===== src/rtl/mips_pkg.sv =====
`default_nettype none
// ============================================================================
// Package  : mips_pkg
// Purpose  : Shared MIPS datapath definitions: ALU control encodings,
//            datapath widths and requester indices for the ALU arbiter.
// Revision : 1.0 - initial release
// ============================================================================
package mips_pkg;

    localparam int DATA_W  = 32;
    localparam int SHAMT_W = 5;
    localparam int CNT_W   = 4;

    // Requester indices into the arbiter's grant/eligibility vectors
    localparam int REQ_EX = 0;
    localparam int REQ_BR = 1;

    // 4-bit alu_cnt encodings understood by the alu block
    typedef enum logic [CNT_W-1:0] {
        ALU_AND = 4'b0000,
        ALU_OR  = 4'b0001,
        ALU_ADD = 4'b0010,
        ALU_SLL = 4'b0011,
        ALU_SRL = 4'b0100,
        ALU_SRA = 4'b0101,
        ALU_SUB = 4'b0110,
        ALU_SLT = 4'b0111,
        ALU_NOR = 4'b1100
    } alu_op_e;

endpackage : mips_pkg
`default_nettype wire


===== src/rtl/rr_arb2.sv =====
`default_nettype none
// ============================================================================
// Module   : rr_arb2
// Purpose  : Two-way arbiter, round-robin or fixed priority (requester 0).
//            Issues at most one grant per cycle and tracks the last winner.
// Ports    : clk, rst (async, active high)
//            elig[1:0]  in  - requesters eligible this cycle
//            grant[1:0] out - one-hot (or zero) grant, combinational
// Revision : 1.0 - initial release
// ============================================================================
module rr_arb2 #(
    parameter bit FIXED_PRIO = 1'b0
) (
    input  logic       clk,
    input  logic       rst,
    input  logic [1:0] elig,
    output logic [1:0] grant
);

    // Index of the most recent winner; reset to 1 so requester 0 goes first
    logic r_last;

    if (FIXED_PRIO) begin : g_fixed
        assign grant = {elig[1] & ~elig[0], elig[0]};
    end else begin : g_rr
        // Under contention the requester that did not win last time goes
        assign grant = (&elig) ? (r_last ? 2'b01 : 2'b10) : elig;
    end

    always_ff @(posedge clk or posedge rst) begin
        if (rst) begin
            r_last <= 1'b1;
        end else if ((FIXED_PRIO == 1'b0) && (|grant)) begin
            r_last <= grant[1];
        end
    end

endmodule : rr_arb2
`default_nettype wire


===== src/rtl/alu_arbiter.sv =====
`default_nettype none
// ============================================================================
// Module   : alu_arbiter
// Purpose  : Shares one combinational MIPS alu between the execute stage
//            (requester 0) and the branch/address unit (requester 1).
//            Per-cycle arbitration, winner drives the alu bus, result/zero
//            captured into a one-entry response buffer per requester.
// Ports    : clk, rst (async, active high)
//            req{0,1}_valid/ready/cnt/in1/in2/shamt - op request channels
//            rsp{0,1}_valid/ready/result/zero        - response channels
//            alu_cnt/in1/in2/shamt out, alu_result/zero in - alu bus
//            busy - a grant is issued this cycle
// Revision : 1.0 - initial release
// ============================================================================
module alu_arbiter
    import mips_pkg::*;
#(
    parameter int DATA_W     = mips_pkg::DATA_W,
    parameter bit FIXED_PRIO = 1'b0
) (
    input  logic               clk,
    input  logic               rst,

    input  logic               req0_valid,
    output logic               req0_ready,
    input  logic [3:0]         req0_cnt,
    input  logic [DATA_W-1:0]  req0_in1,
    input  logic [DATA_W-1:0]  req0_in2,
    input  logic [4:0]         req0_shamt,
    output logic               rsp0_valid,
    input  logic               rsp0_ready,
    output logic [DATA_W-1:0]  rsp0_result,
    output logic               rsp0_zero,

    input  logic               req1_valid,
    output logic               req1_ready,
    input  logic [3:0]         req1_cnt,
    input  logic [DATA_W-1:0]  req1_in1,
    input  logic [DATA_W-1:0]  req1_in2,
    input  logic [4:0]         req1_shamt,
    output logic               rsp1_valid,
    input  logic               rsp1_ready,
    output logic [DATA_W-1:0]  rsp1_result,
    output logic               rsp1_zero,

    output logic [3:0]         alu_cnt,
    output logic [DATA_W-1:0]  alu_in1,
    output logic [DATA_W-1:0]  alu_in2,
    output logic [4:0]         alu_shamt,
    input  logic [DATA_W-1:0]  alu_result,
    input  logic               alu_zero,
    output logic               busy
);

    // Requester channels gathered into arrays indexed by requester number
    logic [1:0]          w_req_valid;
    logic [1:0]          w_rsp_ready;
    logic [1:0]          w_elig;
    logic [1:0]          w_grant;
    logic [CNT_W-1:0]    w_req_cnt   [2];
    logic [DATA_W-1:0]   w_req_in1   [2];
    logic [DATA_W-1:0]   w_req_in2   [2];
    logic [SHAMT_W-1:0]  w_req_shamt [2];

    logic                r_rsp_valid  [2];
    logic [DATA_W-1:0]   r_rsp_result [2];
    logic                r_rsp_zero   [2];

    assign w_req_valid         = {req1_valid, req0_valid};
    assign w_rsp_ready         = {rsp1_ready, rsp0_ready};
    assign w_req_cnt[REQ_EX]   = req0_cnt;
    assign w_req_cnt[REQ_BR]   = req1_cnt;
    assign w_req_in1[REQ_EX]   = req0_in1;
    assign w_req_in1[REQ_BR]   = req1_in1;
    assign w_req_in2[REQ_EX]   = req0_in2;
    assign w_req_in2[REQ_BR]   = req1_in2;
    assign w_req_shamt[REQ_EX] = req0_shamt;
    assign w_req_shamt[REQ_BR] = req1_shamt;

    rr_arb2 #(
        .FIXED_PRIO (FIXED_PRIO)
    ) u_arb (
        .clk   (clk),
        .rst   (rst),
        .elig  (w_elig),
        .grant (w_grant)
    );

    assign req0_ready = w_grant[REQ_EX];
    assign req1_ready = w_grant[REQ_BR];
    assign busy       = |w_grant;

    // Winner drives the alu bus; an idle bus is forced to zero
    always_comb begin
        alu_cnt   = '0;
        alu_in1   = '0;
        alu_in2   = '0;
        alu_shamt = '0;
        if (w_grant[REQ_EX]) begin
            alu_cnt   = w_req_cnt[REQ_EX];
            alu_in1   = w_req_in1[REQ_EX];
            alu_in2   = w_req_in2[REQ_EX];
            alu_shamt = w_req_shamt[REQ_EX];
        end else if (w_grant[REQ_BR]) begin
            alu_cnt   = w_req_cnt[REQ_BR];
            alu_in1   = w_req_in1[REQ_BR];
            alu_in2   = w_req_in2[REQ_BR];
            alu_shamt = w_req_shamt[REQ_BR];
        end
    end

    for (genvar n = 0; n < 2; n++) begin : g_rsp
        // A requester may issue only if its slot is empty or draining now,
        // which is what allows back-to-back issue at full rate.
        assign w_elig[n] = w_req_valid[n] & (~r_rsp_valid[n] | w_rsp_ready[n]);

        always_ff @(posedge clk or posedge rst) begin
            if (rst) begin
                r_rsp_valid[n]  <= 1'b0;
                r_rsp_result[n] <= '0;
                r_rsp_zero[n]   <= 1'b0;
            end else if (w_grant[n]) begin
                // New result wins over a same-cycle consume
                r_rsp_valid[n]  <= 1'b1;
                r_rsp_result[n] <= alu_result;
                r_rsp_zero[n]   <= alu_zero;
            end else if (r_rsp_valid[n] && w_rsp_ready[n]) begin
                r_rsp_valid[n]  <= 1'b0;
            end
        end
    end

    assign rsp0_valid  = r_rsp_valid[REQ_EX];
    assign rsp0_result = r_rsp_result[REQ_EX];
    assign rsp0_zero   = r_rsp_zero[REQ_EX];
    assign rsp1_valid  = r_rsp_valid[REQ_BR];
    assign rsp1_result = r_rsp_result[REQ_BR];
    assign rsp1_zero   = r_rsp_zero[REQ_BR];

endmodule : alu_arbiter
`default_nettype wire


===== config.mk =====
export PLATFORM = sky130hd
export DESIGN_NAME = alu_arbiter
export DESIGN_NICKNAME = d
export VERILOG_FILES = /design/src/rtl/mips_pkg.sv /design/src/rtl/rr_arb2.sv /design/src/rtl/alu_arbiter.sv
export SDC_FILE = /design/constraint.sdc
export NUM_CORES = 1
export LEC_CHECK = 0
export ABC_AREA = 1
export CAP_MARGIN = 20
export CORE_AREA = 2 2 128 130
export CTS_CLUSTER_SIZE = 14
export DETAILED_ROUTE_END_ITERATION = 10
export DIE_AREA = 0 0 130 132
export PLACE_DENSITY = 0.74
export SLEW_MARGIN = 40
export SYNTH_ARGS = -nofsm -noshare
export SYNTH_HDL_FRONTEND = slang
export SYNTH_HIERARCHICAL = 1
export SYNTH_SLANG_ARGS = --single-unit

===== constraint.sdc =====
create_clock -name clk -period 3.9 [get_ports clk]
set_input_delay 1.17 -clock clk [delete_from_list [all_inputs] [get_ports clk]]
set_output_delay 1.17 -clock clk [all_outputs]
set_load 0.01 [all_outputs]

==> metrics.md <==
| Metric | Value |
|---|---|
| Status | completed |
| Die area | approximately 17000 sq um |
| Met2 Usage GRT | 0.3435 |
| Mapped cell area | ~3700 sq um |
| Slew @ Worst Pin | approximately 0.56 ns |
| #FFs+latches synth | 69 |
| Slew HR | 0.6279 |
| DIE HEIGHT | between 100 and 150 microns |
| Final Hold Viols | 0 |
| First-pass GRT wire length | 26090 microns |
| Most Crowded Layer GR | met2 |
| Worst EP arrival | 2.69 ns |
| Vias/cell | around 4.3 |
| FMAX | between 200 and 300 MHz |
| Diodes inserted | 0 |
| Final slew viol count | 0 |
| Total power | around 0.0037 W |
| Root Buffer | clkbuf_16 |
| WP data required | 2.73 ns |
| Tcrit/Tclk final | 0.9890 |
| Maximum level of the CTS H-tree | 3 |
| Skew final | 0.006487 ns |
| Max incr delay on CP | 0.26 ns |
| Filler cells | between 1500 and 2000 |
| Routed Antenna Nets | 0 |
| Most frequent cells in the layout | nand2_1 (347), clkdlybuf4s50_1 (249), nand3_1 (68), dfrtp_1 (68), clkbuf_2 (29) |
| DP HPWL | 12440 microns |
| Multi-input logic area | around 1800 sq um |
| Die W | ~130 microns |
| Synth area leader | dfrtp_1 |
| Syn nets | between 700 and 800 |
| Leakage | roughly 3.9 nW |
| DRT iter0 DRCs | roughly 180 |
| Post-synthesis sequential area ratio | 0.4642 |
| Flip-flop and latch area | about 1700 sq um |
| Initial cell density of the core | 0.2369 |
| Placed Area | ~7300 sq um |
| DRT Pass-1 Iters | 4 |
| Worst Setup End Kind | output port |
| Initial antenna violation count | 0 |
| Critical path peak fanout | 5 |
| Routability cong. | just over 0.8 |
| Grt ovf | 0 |
| Critical Path, Cell by Cell | dlygate4sd2_1 > nor2_1 > nor2_2 > buf_4 > a21oi_4 > buf_6 > buf_8 > bufbuf_16 > nand3_1 > nand2_1 > buf_2 |
| Critical path class | in2out |
| CP max-delay cell | bufbuf_16 |
| Drt total wl | 17020 microns |
| RSZ-0062 raised after global routing | yes |
| # rows | 46 |
| Drt wl/cell | about 15 microns |
| I/O pins | 329 |
| Clock sink total | 69 |
| CTS tree | done |
| Placed instance count | roughly 1100 |
| Nets | 1070 |
| Worst-Skew Late Latency | around 0.33 ns |
| Synth cell types | 13 |
| Synth top area share | 0.4571 |
| Cts bufs inserted | 9 |
| GR Layer Usage met3 | 0.04789 |
| Drc violations | 0 |
| Synth warn | 6 |
| Non-filler cells, final | ~1100 |
| Cts hold-fix bufs | 0 |
| Final hold slack | 0.4666 ns |
| Syn avg cell area | between 6 and 7 sq um |
| Type of origin of the critical path | input pin |
| Number of global-route vias before repair | roughly 4800 |
| PortBufs | roughly 330 |
| CTS clk-pin slew, worst paths | around 0.050 ns |
| Core Footprint | approximately 16000 sq um |
| Total number of vias | 4747 |
| Layout cells sized above 1 | 0.1303 |
| Commonest non-fill, non-tap cell in the layout | nand2_1 |
| GR Util met1 | 0.2341 |
| Tmin final | just under 4 ns |
| Synth top area cells | dfrtp_1 (46%), nand2_1 (35%), nand3_1 (9.8%) |
| Longest Clk Path Bufs | 2 |
| Setup violators final | 0 |
| Mapped Cells | between 500 and 600 |
| Final Cell Area | between 7000 and 8000 sq um |
| Layout area overhead | 105.8% |
| Tot GR Track Use | 0.1961 |
| Max cap viols | 0 |
| Largest net degree at the start of global routing | 46 |
| VDD IR max | 0.0001769 V |
| PD cells | around 480 nW/um^2 |
| Worst hold path type | reg2reg |
| Util after Layout | 0.4876 |
worst max-delay path: cells and delay by family:
kind / cells / cell delay [ns]
buffers and inverters: 6 / 1.04
AND/OR/NAND/NOR: 4 / 0.34
AO/OA/AOI/OAI: 1 / 0.13
stage by stage:
step | TNS, ns | worst slack (ns)
detailed placement | -29.78 | -0.4615
floorplan | 0 | 0.4826
global placement | -28.77 | -0.4568
CTS | 0 | 0.005079
finish | 0 | 0.04286
global route | -0.04175 | -0.02710
flip-flops by register name, indices dropped and copies added (netlist names):
name	count
u_arb/r_last	1
rsp0_valid	1
rsp1_zero	1
rsp0_zero	1
rsp1_valid	1
rsp0_result	32
rsp1_result	32
layout make-up:
cell class | instances | share of cell area
timing repair buffer | 363 | 0.4643
clock buffer | 15 | 0.03364
inverter | 11 | 0.006369
sequential | 69 | 0.2255
clock inverter | 1 | 0.003920
multi-input combinational | 431 | 0.2309
tap | 216 | 0.03528
final timing paths:
path	startpoint	endpoint	slack (ns)	cells after the start
worst min-delay path	rsp0_result[25]$_DFFE_PP0P_	rsp0_result[25]$_DFFE_PP0P_	0.47	2
max in group asynchronous	rst	rsp1_result[15]$_DFFE_PP0P_	2.01	3
min in group asynchronous	rst	u_arb/r_last$_DFFE_PP1P_	1.20	2
worst min register to register	rsp0_result[25]$_DFFE_PP0P_	rsp0_result[25]$_DFFE_PP0P_	0.47	2
worst max-delay path	rsp0_ready	alu_in2[18]	0.04	11
worst max register to register	rsp0_valid$_DFFE_PP0P_	rsp1_valid$_DFFE_PP0P_	1.95	11
report_power, final:
part / internal (W) / switching [W]
logic: 0.000971 / 0.000878
clock network: 0.000514 / 0.000281
registers: 0.000932 / 0.000117
synthesized netlist by cell type (all sizes together):
master and n:
dfrtp 68, nand3 73, o21ai 2, buf 38
dfstp 1, a21oi 1, inv 11, nor2 4
nand2 351
layer usage:
| metal | wire [microns] | vias to the layer above |
|---|---|---|
| met5 | 0 | - |
| met4 | 431 | 0 |
| met3 | 1129 | 26 |
| met2 | 8626 | 209 |
| met1 | 6834 | 2145 |
| li1 | - | 2367 |
repair_timing:
item,4_1_cts,5_1_grt
pin swaps,6,4
resized for setup,199,47
endpoints found under the setup margin,76,73
setup buffers,7,2
gates cloned,6,0
kinds of logic (layout without fill, tap and decap cells):
family,Yosys count,in the layout,share of synthesized area
AO/OA/AOI/OAI,3,3,0.004032
flip-flops,69,69,0.4642
buffers and inverters,49,390,0.07563
AND/OR/NAND/NOR,428,428,0.4561
Note: power is estimated with default switching activity, not from simulation.
